[src/rtl/npu_dma_pkg.sv]
// ---------------------------------------------------------------------------
// npu_dma_pkg
// Shared definitions for the NPU streaming DMA engine:
//   - dma_state_t   : top-level control FSM encoding (IDLE / RUN / FINISH)
//   - WORD_BYTES    : byte stride between consecutive 32-bit words
//   - ROW_IN_WORDS  : stream words per core row on the input side (N=8)
//   - ROW_OUT_WORDS : stream words per core row on the result side (N=8)
// ---------------------------------------------------------------------------
package npu_dma_pkg;

    typedef enum logic [1:0] {
        IDLE   = 2'd0,
        RUN    = 2'd1,
        FINISH = 2'd2
    } dma_state_t;

    localparam int WORD_BYTES    = 4;
    localparam int ROW_IN_WORDS  = 2;
    localparam int ROW_OUT_WORDS = 8;

endpackage

[src/rtl/npu_dma_rd_fifo.sv]
// ---------------------------------------------------------------------------
// npu_dma_rd_fifo
// Synchronous first-word-fall-through FIFO buffering MM2S read data.
//   clk, rst_n  : clock, asynchronous active-low reset
//   push        : write push_data this cycle
//   push_data   : 32-bit word to store
//   pop         : consume the head word this cycle
//   head_data   : current head word (valid whenever empty is 0)
//   empty       : no words stored
//   count       : number of stored words (0..DEPTH)
// DEPTH must be a power of two so the pointers wrap naturally.
// ---------------------------------------------------------------------------
module npu_dma_rd_fifo #(
    parameter int DEPTH = 8,
    parameter int AW    = 3
) (
    input  logic          clk,
    input  logic          rst_n,
    input  logic          push,
    input  logic [31:0]   push_data,
    input  logic          pop,
    output logic [31:0]   head_data,
    output logic          empty,
    output logic [AW:0]   count
);

    localparam logic [AW:0] FULL_COUNT = (AW + 1)'(DEPTH);

    logic [31:0]   mem [DEPTH];
    logic [AW-1:0] wr_ptr;
    logic [AW-1:0] rd_ptr;
    logic          do_push;
    logic          do_pop;

    // A push into a full FIFO is only allowed when the head leaves in the
    // same cycle; the DMA credit scheme never needs more than that.
    assign do_pop  = pop && (count != '0);
    assign do_push = push && ((count != FULL_COUNT) || do_pop);

    assign empty     = (count == '0);
    assign head_data = mem[rd_ptr];

    always_ff @(posedge clk) begin
        if (do_push) begin
            mem[wr_ptr] <= push_data;
        end
    end

    always_ff @(posedge clk or negedge rst_n) begin
        if (!rst_n) begin
            wr_ptr <= '0;
            rd_ptr <= '0;
            count  <= '0;
        end else begin
            if (do_push) begin
                wr_ptr <= wr_ptr + AW'(1);
            end
            if (do_pop) begin
                rd_ptr <= rd_ptr + AW'(1);
            end
            case ({do_push, do_pop})
                2'b10:   count <= count + (AW + 1)'(1);
                2'b01:   count <= count - (AW + 1)'(1);
                default: count <= count;
            endcase
        end
    end

endmodule

[src/rtl/npu_stream_dma.sv]
// ---------------------------------------------------------------------------
// npu_stream_dma
// Memory-side DMA engine for the sequencer's 32-bit streaming interface.
//   MM2S: Avalon-MM read master (rd_*) fetches in_words words from src_addr
//         and streams them out on st_out_* (valid/ready).
//   S2MM: accepts out_words words on st_in_* and writes them to dst_addr
//         through the Avalon-MM write master (wr_*).
// Control: start (1-cycle pulse, honoured only when idle), busy, done
//          (1-cycle pulse once both directions have moved all words).
// Optional feature macro NPU_DMA_PERF_EN adds perf_cycles, perf_rd_stall
// and perf_wr_stall counters; without it those ports do not exist.
// ---------------------------------------------------------------------------
module npu_stream_dma
    import npu_dma_pkg::*;
#(
    parameter int ADDR_WIDTH    = 32,
    parameter int RD_FIFO_DEPTH = 8,
    parameter int RD_FIFO_AW    = 3
) (
    input  logic                  clk,
    input  logic                  rst_n,
    input  logic                  start,
    input  logic [ADDR_WIDTH-1:0] src_addr,
    input  logic [ADDR_WIDTH-1:0] dst_addr,
    input  logic [31:0]           in_words,
    input  logic [31:0]           out_words,
    output logic                  busy,
    output logic                  done,
    output logic [ADDR_WIDTH-1:0] rd_address,
    output logic                  rd_read,
    input  logic                  rd_waitrequest,
    input  logic [31:0]           rd_readdata,
    input  logic                  rd_readdatavalid,
    output logic [31:0]           st_out_data,
    output logic                  st_out_valid,
    input  logic                  st_out_ready,
    input  logic [31:0]           st_in_data,
    input  logic                  st_in_valid,
    output logic                  st_in_ready,
    output logic [ADDR_WIDTH-1:0] wr_address,
    output logic                  wr_write,
    output logic [31:0]           wr_writedata,
    input  logic                  wr_waitrequest
`ifdef NPU_DMA_PERF_EN
    ,
    output logic [31:0]           perf_cycles,
    output logic [31:0]           perf_rd_stall,
    output logic [31:0]           perf_wr_stall
`endif
);

    localparam logic [RD_FIFO_AW+1:0] CREDIT_LIMIT = (RD_FIFO_AW + 2)'(RD_FIFO_DEPTH);
    localparam logic [ADDR_WIDTH-1:0] ADDR_STEP    = ADDR_WIDTH'(WORD_BYTES);

    dma_state_t state;
    dma_state_t state_next;

    logic [31:0]           in_words_q;
    logic [31:0]           out_words_q;
    logic [31:0]           rd_issued;
    logic [31:0]           rd_words_streamed;
    logic [31:0]           wr_words_accepted;
    logic [31:0]           wr_words_done;
    logic [RD_FIFO_AW:0]   rd_outstanding;
    logic [RD_FIFO_AW:0]   fifo_count;
    logic [RD_FIFO_AW+1:0] credit_used;
    logic [31:0]           fifo_head;
    logic                  fifo_empty;

    logic start_accept;
    logic rd_accept;
    logic st_out_fire;
    logic st_in_fire;
    logic wr_accept;

    assign start_accept = (state == IDLE) && start;
    assign rd_accept    = rd_read && !rd_waitrequest;
    assign st_out_fire  = st_out_valid && st_out_ready;
    assign st_in_fire   = st_in_valid && st_in_ready;
    assign wr_accept    = wr_write && !wr_waitrequest;

    // Requests in flight plus words already buffered may never exceed the
    // FIFO depth, so every returned word is guaranteed a free slot.
    assign credit_used = {1'b0, rd_outstanding} + {1'b0, fifo_count};

    npu_dma_rd_fifo #(
        .DEPTH (RD_FIFO_DEPTH),
        .AW    (RD_FIFO_AW)
    ) u_rd_fifo (
        .clk       (clk),
        .rst_n     (rst_n),
        .push      (rd_readdatavalid),
        .push_data (rd_readdata),
        .pop       (st_out_fire),
        .head_data (fifo_head),
        .empty     (fifo_empty),
        .count     (fifo_count)
    );

    // Storage behind an empty FIFO is undefined, so the data output is
    // forced to zero whenever nothing valid is presented.
    assign st_out_valid = !fifo_empty;
    assign st_out_data  = fifo_empty ? 32'd0 : fifo_head;

    always_ff @(posedge clk or negedge rst_n) begin
        if (!rst_n) begin
            state <= IDLE;
        end else begin
            state <= state_next;
        end
    end

    always_comb begin
        state_next = state;
        case (state)
            IDLE: begin
                if (start) begin
                    state_next = RUN;
                end
            end
            RUN: begin
                if ((rd_words_streamed == in_words_q) && (wr_words_done == out_words_q)) begin
                    state_next = FINISH;
                end
            end
            FINISH:  state_next = IDLE;
            default: state_next = IDLE;
        endcase
    end

    always_comb begin
        busy        = 1'b0;
        done        = 1'b0;
        rd_read     = 1'b0;
        st_in_ready = 1'b0;
        case (state)
            RUN: begin
                busy        = 1'b1;
                rd_read     = (rd_issued < in_words_q) && (credit_used < CREDIT_LIMIT);
                st_in_ready = (wr_words_accepted < out_words_q) && (!wr_write || !wr_waitrequest);
            end
            FINISH:  done = 1'b1;
            default: ;
        endcase
    end

    always_ff @(posedge clk or negedge rst_n) begin
        if (!rst_n) begin
            rd_address        <= '0;
            in_words_q        <= '0;
            rd_issued         <= '0;
            rd_words_streamed <= '0;
            rd_outstanding    <= '0;
        end else if (start_accept) begin
            rd_address        <= src_addr;
            in_words_q        <= in_words;
            rd_issued         <= '0;
            rd_words_streamed <= '0;
            rd_outstanding    <= '0;
        end else begin
            if (rd_accept) begin
                rd_address <= rd_address + ADDR_STEP;
                rd_issued  <= rd_issued + 32'd1;
            end
            case ({rd_accept, rd_readdatavalid})
                2'b10:   rd_outstanding <= rd_outstanding + (RD_FIFO_AW + 1)'(1);
                2'b01:   rd_outstanding <= rd_outstanding - (RD_FIFO_AW + 1)'(1);
                default: rd_outstanding <= rd_outstanding;
            endcase
            if (st_out_fire) begin
                rd_words_streamed <= rd_words_streamed + 32'd1;
            end
        end
    end

    // The write holding register refills in the same cycle the slave takes
    // the previous word, which sustains one word per cycle with no bubbles.
    always_ff @(posedge clk or negedge rst_n) begin
        if (!rst_n) begin
            wr_address        <= '0;
            wr_write          <= 1'b0;
            wr_writedata      <= '0;
            out_words_q       <= '0;
            wr_words_accepted <= '0;
            wr_words_done     <= '0;
        end else if (start_accept) begin
            wr_address        <= dst_addr;
            wr_write          <= 1'b0;
            out_words_q       <= out_words;
            wr_words_accepted <= '0;
            wr_words_done     <= '0;
        end else begin
            if (wr_accept) begin
                wr_address    <= wr_address + ADDR_STEP;
                wr_words_done <= wr_words_done + 32'd1;
            end
            if (st_in_fire) begin
                wr_writedata      <= st_in_data;
                wr_write          <= 1'b1;
                wr_words_accepted <= wr_words_accepted + 32'd1;
            end else if (wr_accept) begin
                wr_write <= 1'b0;
            end
        end
    end

`ifdef NPU_DMA_PERF_EN
    always_ff @(posedge clk or negedge rst_n) begin
        if (!rst_n) begin
            perf_cycles   <= '0;
            perf_rd_stall <= '0;
            perf_wr_stall <= '0;
        end else if (start_accept) begin
            perf_cycles   <= '0;
            perf_rd_stall <= '0;
            perf_wr_stall <= '0;
        end else begin
            if (state == RUN) begin
                perf_cycles <= perf_cycles + 32'd1;
            end
            if (rd_read && rd_waitrequest) begin
                perf_rd_stall <= perf_rd_stall + 32'd1;
            end
            if (wr_write && wr_waitrequest) begin
                perf_wr_stall <= perf_wr_stall + 32'd1;
            end
        end
    end
`endif

endmodule

[config.mk]
export PLATFORM = sky130hd
export DESIGN_NAME = npu_stream_dma
export DESIGN_NICKNAME = d
export VERILOG_FILES = /design/src/rtl/npu_dma_pkg.sv /design/src/rtl/npu_dma_rd_fifo.sv /design/src/rtl/npu_stream_dma.sv
export SDC_FILE = /design/constraint.sdc
export NUM_CORES = 1
export LEC_CHECK = 0
export CORE_AREA = 2 2 221 223
export DETAILED_ROUTE_END_ITERATION = 7
export DIE_AREA = 0 0 223 225
export GPL_ROUTABILITY_DRIVEN = 0
export PLACE_DENSITY = 0.79
export SYNTH_ARGS = -nofsm -noshare
export SYNTH_HDL_FRONTEND = slang
export SYNTH_SLANG_ARGS = --single-unit
[constraint.sdc]
create_clock -name clk -period 5 [get_ports clk]
set_input_delay 1 -clock clk [delete_from_list [all_inputs] [get_ports clk]]
set_output_delay 1 -clock clk [all_outputs]
set_load 0.02 [all_outputs]
==> results.md <==
| Parameter | This run | Unit |
|---|---|---|
| Outcome | finished, final reports clean | - |
| Final design utilization | 0.6772 | - |
| CP peak stage delay | 0.70 | ns |
| Top_reg_cell synth | sky130_fd_sc_hd__dfrtp_1 | - |
| Setup fix buffers added after clock tree synthesis | 0 | - |
| Slew at the pin closest to its max-slew limit | 1.202 | ns |
| Type of the worst setup path | flop to output port | - |
| Switch Pwr | 4.334 | mW |
| Post-CTS sizing | 0 | - |
| Inserted Clock Buffers | 57 | - |
| Setup TNS after final layout | 0 | ns |
| Worst setup timing slack at the placement stage | 1.040 | ns |
| Fraction of layout instances using a drive strength above 1 | 0.09458 | - |
| Placed wire-length estimate | 46.01 | mm |
| Remaining antenna violation count | 0 | - |
| Met3 track demand over resource | 0.06649 | - |
| Arrival time reported for the critical path endpoint | 3.65 | ns |
| Post-synthesis instance area | 26080 | um2 |
| DIE WIDTH | 223 | um |
| Relative contribution of sequential cells to total power | 0.417 | - |
| Number of max-cap violations | 0 | - |
| Leakage power total | 12.63 | nW |
| CTS tree | yes | - |
| IO Port Bufs | 333 | - |
| Cell types with the largest area share after synthesis | sky130_fd_sc_hd__edfxtp_1 29%, sky130_fd_sc_hd__dfrtp_1 29%, sky130_fd_sc_hd__mux4_2 5.5%, sky130_fd_sc_hd__xor2_1 4.1%, sky130_fd_sc_hd__ha_1 3.7% | - |
| Largest net degree at the start of global routing | 101 | - |
| Die area | 50180 | um2 |
| Post-synth net total | 2450 | - |
| Count of standard-cell rows | 80 | - |
| GRT Overall Usage | 0.2704 | - |
| Clock latency on the worst-skew pair | 0.64 | ns |
| Normalized max-slew margin | 0.1984 | - |
| Number of global-route vias before repair | 18953 | - |
| Fraction of met1 tracks used by global routing | 0.3379 | - |
| Final worst setup slack | 0.3453 | ns |
| Post-route minimum period | 4.655 | ns |
| Die Y | 225 | um |
| Layout Skew | 0.03032 | ns |
| Master of the slowest instance on the critical path | sky130_fd_sc_hd__clkdlybuf4s50_1 | - |
| Number of cells on the critical path | 7 | - |
| Area added between synthesis and finish | 23.48 | % |
| Post-Layout Cell Count | 3167 | - |
| Internal Pwr Total | 9.795 | mW |
| TritonCTS sink count | 561 | - |
| Via density per instance | 5.868 | - |
| Fraction of registers with async set/reset | 0.5437 | - |
| Number of synthesized flops with an enable pin | 256 | - |
| Routed Wire Length | 67.75 | mm |
| Number of fill cells | 3398 | - |
| Initial antenna violation count | 7 | - |
| Average cell area after synthesis | 12.01 | um2 |
| IR drop worst, VDD | 640.4 | uV |
| Power per cell area | 438.8 | nW/um2 |
| Maximum net fanout on the critical path | 5 | - |
| Met2 Resource Use GR | 0.4485 | - |
| Syn. warnings | 0 | - |
| Initial core utilization | 0.5485 | - |
| Overflow left after global routing | 0 | - |
| Final Hold Viols | 0 | - |
| Unrepaired setup endpoints after global routing | no | - |
| Leading cell type in the layout, fill and taps excluded | sky130_fd_sc_hd__clkdlybuf4s50_1 | - |
| Cell chosen for the clock root | sky130_fd_sc_hd__clkbuf_16 | - |
| Element type at the critical path end | output port | - |
| Worst Reg-to-Reg Cells | 10 | - |
| Cell area reported after detailed placement | 30210 | um2 |
| Total via count after detailed routing | 18584 | - |
| Clock share of power | 0.314 | - |
| Final setup violation count | 0 | - |
| Tcrit/Tclk final | 0.9309 | - |
| WL per Instance | 21.39 | um |
| Data required, critical path | 4.00 | ns |
| Cell type with the largest total area after synthesis | sky130_fd_sc_hd__edfxtp_1 | - |
| Number of H-tree levels | 2 | - |
| Drc violations | 0 | - |
| Switching Fraction | 0.3068 | - |
| Top achievable clock speed | 214.8 | MHz |
| Core ar. | 47550 | um2 |
| Number of I/O pins | 334 | - |
| Synthesized instance count | 2171 | - |
| Cell total after placement | 3056 | - |
| Most congested layer reported by global routing | met2 | - |
| Unique masters post-synth | 52 | - |
| Worst-case clock buffer depth | 3 | - |
| Worst setup slack for register-to-register paths | 1.21 | ns |
| Launch point of the worst path | rd_issued[1] | - |
| Area of all placed cells without fillers | 32200 | um2 |
| Global-route wire length before repair | 104.6 | mm |
| Post-synthesis sequential element count | 561 | - |
| End point of the critical path | rd_read | - |
| CTS clk-pin slew, worst paths | 0.07 | ns |
| Initial DRT Pass Iterations | 5 | - |
| Final nets | 2779 | - |
| Family of cells with the greatest summed delay on the critical path | compound AO/OA/AOI/OAI gates | - |
| Type of origin of the critical path | flop | - |
| Final count of pins violating max slew | 0 | - |
| Number of buffers and inverters on the critical path | 1 | - |
| Capture instance of the worst register-to-register path | rd_issued[11] | - |
| Path class of the lowest-slack min-delay path | input port to asynchronous set/reset pin | - |
| Proportion of synthesized chip area in sequential cells | 0.5875 | - |
| Top library cells by usage in the layout, fill and taps aside | 332 x sky130_fd_sc_hd__clkdlybuf4s50_1, 302 x sky130_fd_sc_hd__dfrtp_1, 256 x sky130_fd_sc_hd__edfxtp_1 | - |
| Logic pwr share | 0.268 | - |
| Crit path cell chain | ha_1 -> a2111o_1 -> a311o_1 -> o21ai_1 -> a31oi_4 -> nor3_1 -> clkdlybuf4s50_1 | - |
| Yosys top cell area share | 0.2948 | - |
| FF-to-FF Start | rd_issued[23] | - |
| Number of buffers inserted for hold repair after clock tree synthesis | 0 | - |
| Starting DRC count in detailed routing | 1833 | - |
[worst min path at each step]
stage	from	endpoint	slack, ns	cells after the start
global route	rst_n	rd_words_streamed[7]	0.47	1
global placement	rd_address[0]	rd_address[0]	0.46	2
CTS	rst_n	rd_words_streamed[4]	0.45	1
detailed placement	rd_address[0]	rd_address[0]	0.47	2
finish	rst_n	rd_words_streamed[4]	0.41	1
floorplan	in_words_q[0]	in_words_q[0]	0.49	2
[layout make-up]
type	instances	area, um2	area share
antenna	4	10.01	0.0003109
clock buffer	82	1632	0.05067
clock inverter	25	346.6	0.01076
inverter	93	349.1	0.01084
multi-input combinational	1421	10110	0.3139
sequential	561	15330	0.4760
tap	615	769.5	0.02390
timing repair buffer	366	3661	0.1137
[per-stage QoR]
| step | power [mW] | hold WS [ns] |
|---|---|---|
| 5_1_grt | 14.71 | 0.4691 |
| 3_3_place_gp | 9.613 | 0.4579 |
| 4_1_cts | 14.23 | 0.4473 |
| 6_report | 14.13 | 0.4076 |
| 3_5_place_dp | 9.738 | 0.4654 |
| 2_1_floorplan | 8.055 | 0.4883 |
[cell usage after synthesis (3+ instances only)]
| cell type | count |
|---|---|
| sky130_fd_sc_hd__or2_2 | 7 |
| sky130_fd_sc_hd__a21o_1 | 16 |
| sky130_fd_sc_hd__a21oi_1 | 79 |
| sky130_fd_sc_hd__nand4_1 | 44 |
| sky130_fd_sc_hd__nand2_1 | 238 |
| sky130_fd_sc_hd__inv_1 | 93 |
| sky130_fd_sc_hd__o21a_1 | 5 |
| sky130_fd_sc_hd__buf_2 | 4 |
| sky130_fd_sc_hd__or4_1 | 26 |
| sky130_fd_sc_hd__buf_1 | 12 |
| sky130_fd_sc_hd__o31ai_1 | 29 |
| sky130_fd_sc_hd__nor2_1 | 141 |
| sky130_fd_sc_hd__mux2_2 | 33 |
| sky130_fd_sc_hd__a31oi_1 | 4 |
| sky130_fd_sc_hd__o21ai_0 | 153 |
| sky130_fd_sc_hd__o21ai_1 | 3 |
| sky130_fd_sc_hd__o2111ai_1 | 6 |
| sky130_fd_sc_hd__or3_1 | 31 |
| sky130_fd_sc_hd__nand3_1 | 67 |
| sky130_fd_sc_hd__and3_1 | 28 |
| sky130_fd_sc_hd__edfxtp_1 | 256 |
| sky130_fd_sc_hd__mux2i_1 | 37 |
| sky130_fd_sc_hd__dfrtp_1 | 305 |
| sky130_fd_sc_hd__xnor2_1 | 74 |
| sky130_fd_sc_hd__xor2_1 | 121 |
| sky130_fd_sc_hd__nor4_1 | 32 |
| sky130_fd_sc_hd__and4_1 | 11 |
| sky130_fd_sc_hd__a211oi_1 | 7 |
| sky130_fd_sc_hd__clkbuf_1 | 80 |
| sky130_fd_sc_hd__nand2b_1 | 10 |
| sky130_fd_sc_hd__and2_1 | 14 |
| sky130_fd_sc_hd__nor3_1 | 38 |
| sky130_fd_sc_hd__nor2b_1 | 4 |
| sky130_fd_sc_hd__ha_1 | 77 |
| sky130_fd_sc_hd__mux4_2 | 64 |
| sky130_fd_sc_hd__o211ai_1 | 4 |
[registers in the layout, indices dropped and copies added (netlist names), 3 cells and up]
register           flops
u_rd_fifo.mem        256
u_rd_fifo.count        4
wr_writedata          32
wr_words_done         32
rd_words_streamed     32
rd_address            32
out_words_q           32
in_words_q            32
u_rd_fifo.wr_ptr       3
wr_words_accepted     32
rd_issued             32
u_rd_fifo.rd_ptr       3
wr_address            32
rd_outstanding         4
[worst reg2reg max path, cell delays in order (launching register included)]
cell and delay (ns):
sky130_fd_sc_hd__dfrtp_1 0.43, sky130_fd_sc_hd__ha_1 0.33, sky130_fd_sc_hd__a21oi_1 0.15, sky130_fd_sc_hd__o21ai_1 0.09, sky130_fd_sc_hd__a221oi_1 0.43, sky130_fd_sc_hd__nor2_1 0.15
sky130_fd_sc_hd__or3_1 0.36, sky130_fd_sc_hd__buf_4 0.24, sky130_fd_sc_hd__or2_1 0.68, sky130_fd_sc_hd__or4_1 0.69, sky130_fd_sc_hd__a21oi_1 0.17
[power groups by stage]
stage | logic [mW] | registers [mW] | clock network (mW)
after floorplan | 2.24 | 5.82 | 0
after global placement | 3.69 | 5.93 | 0
after detailed placement | 3.77 | 5.97 | 0
after CTS | 3.81 | 5.90 | 4.52
after global routing | 4.06 | 5.96 | 4.69
final | 3.79 | 5.89 | 4.44
[logic make-up (layout without fill, tap and decap cells)]
family,count (synthesis),count (layout),share of synthesized area
AO/OA/AOI/OAI,314,314,0.06832
XOR/XNOR,195,195,0.06549
adder cells (fa/ha/maj),79,79,0.03848
buffers and inverters,189,566,0.02740
flip-flops,561,561,0.5875
multiplexers,134,134,0.08373
other,0,4,0
AND/OR/NAND/NOR,699,699,0.1291
[metal layers]
metal	wire length (um)	vias to the layer above
met5	34	-
met4	2623	6
met3	5084	144
met2	33600	672
met1	26400	9256
li1	-	8506
Power figures use the tool's default switching activity.
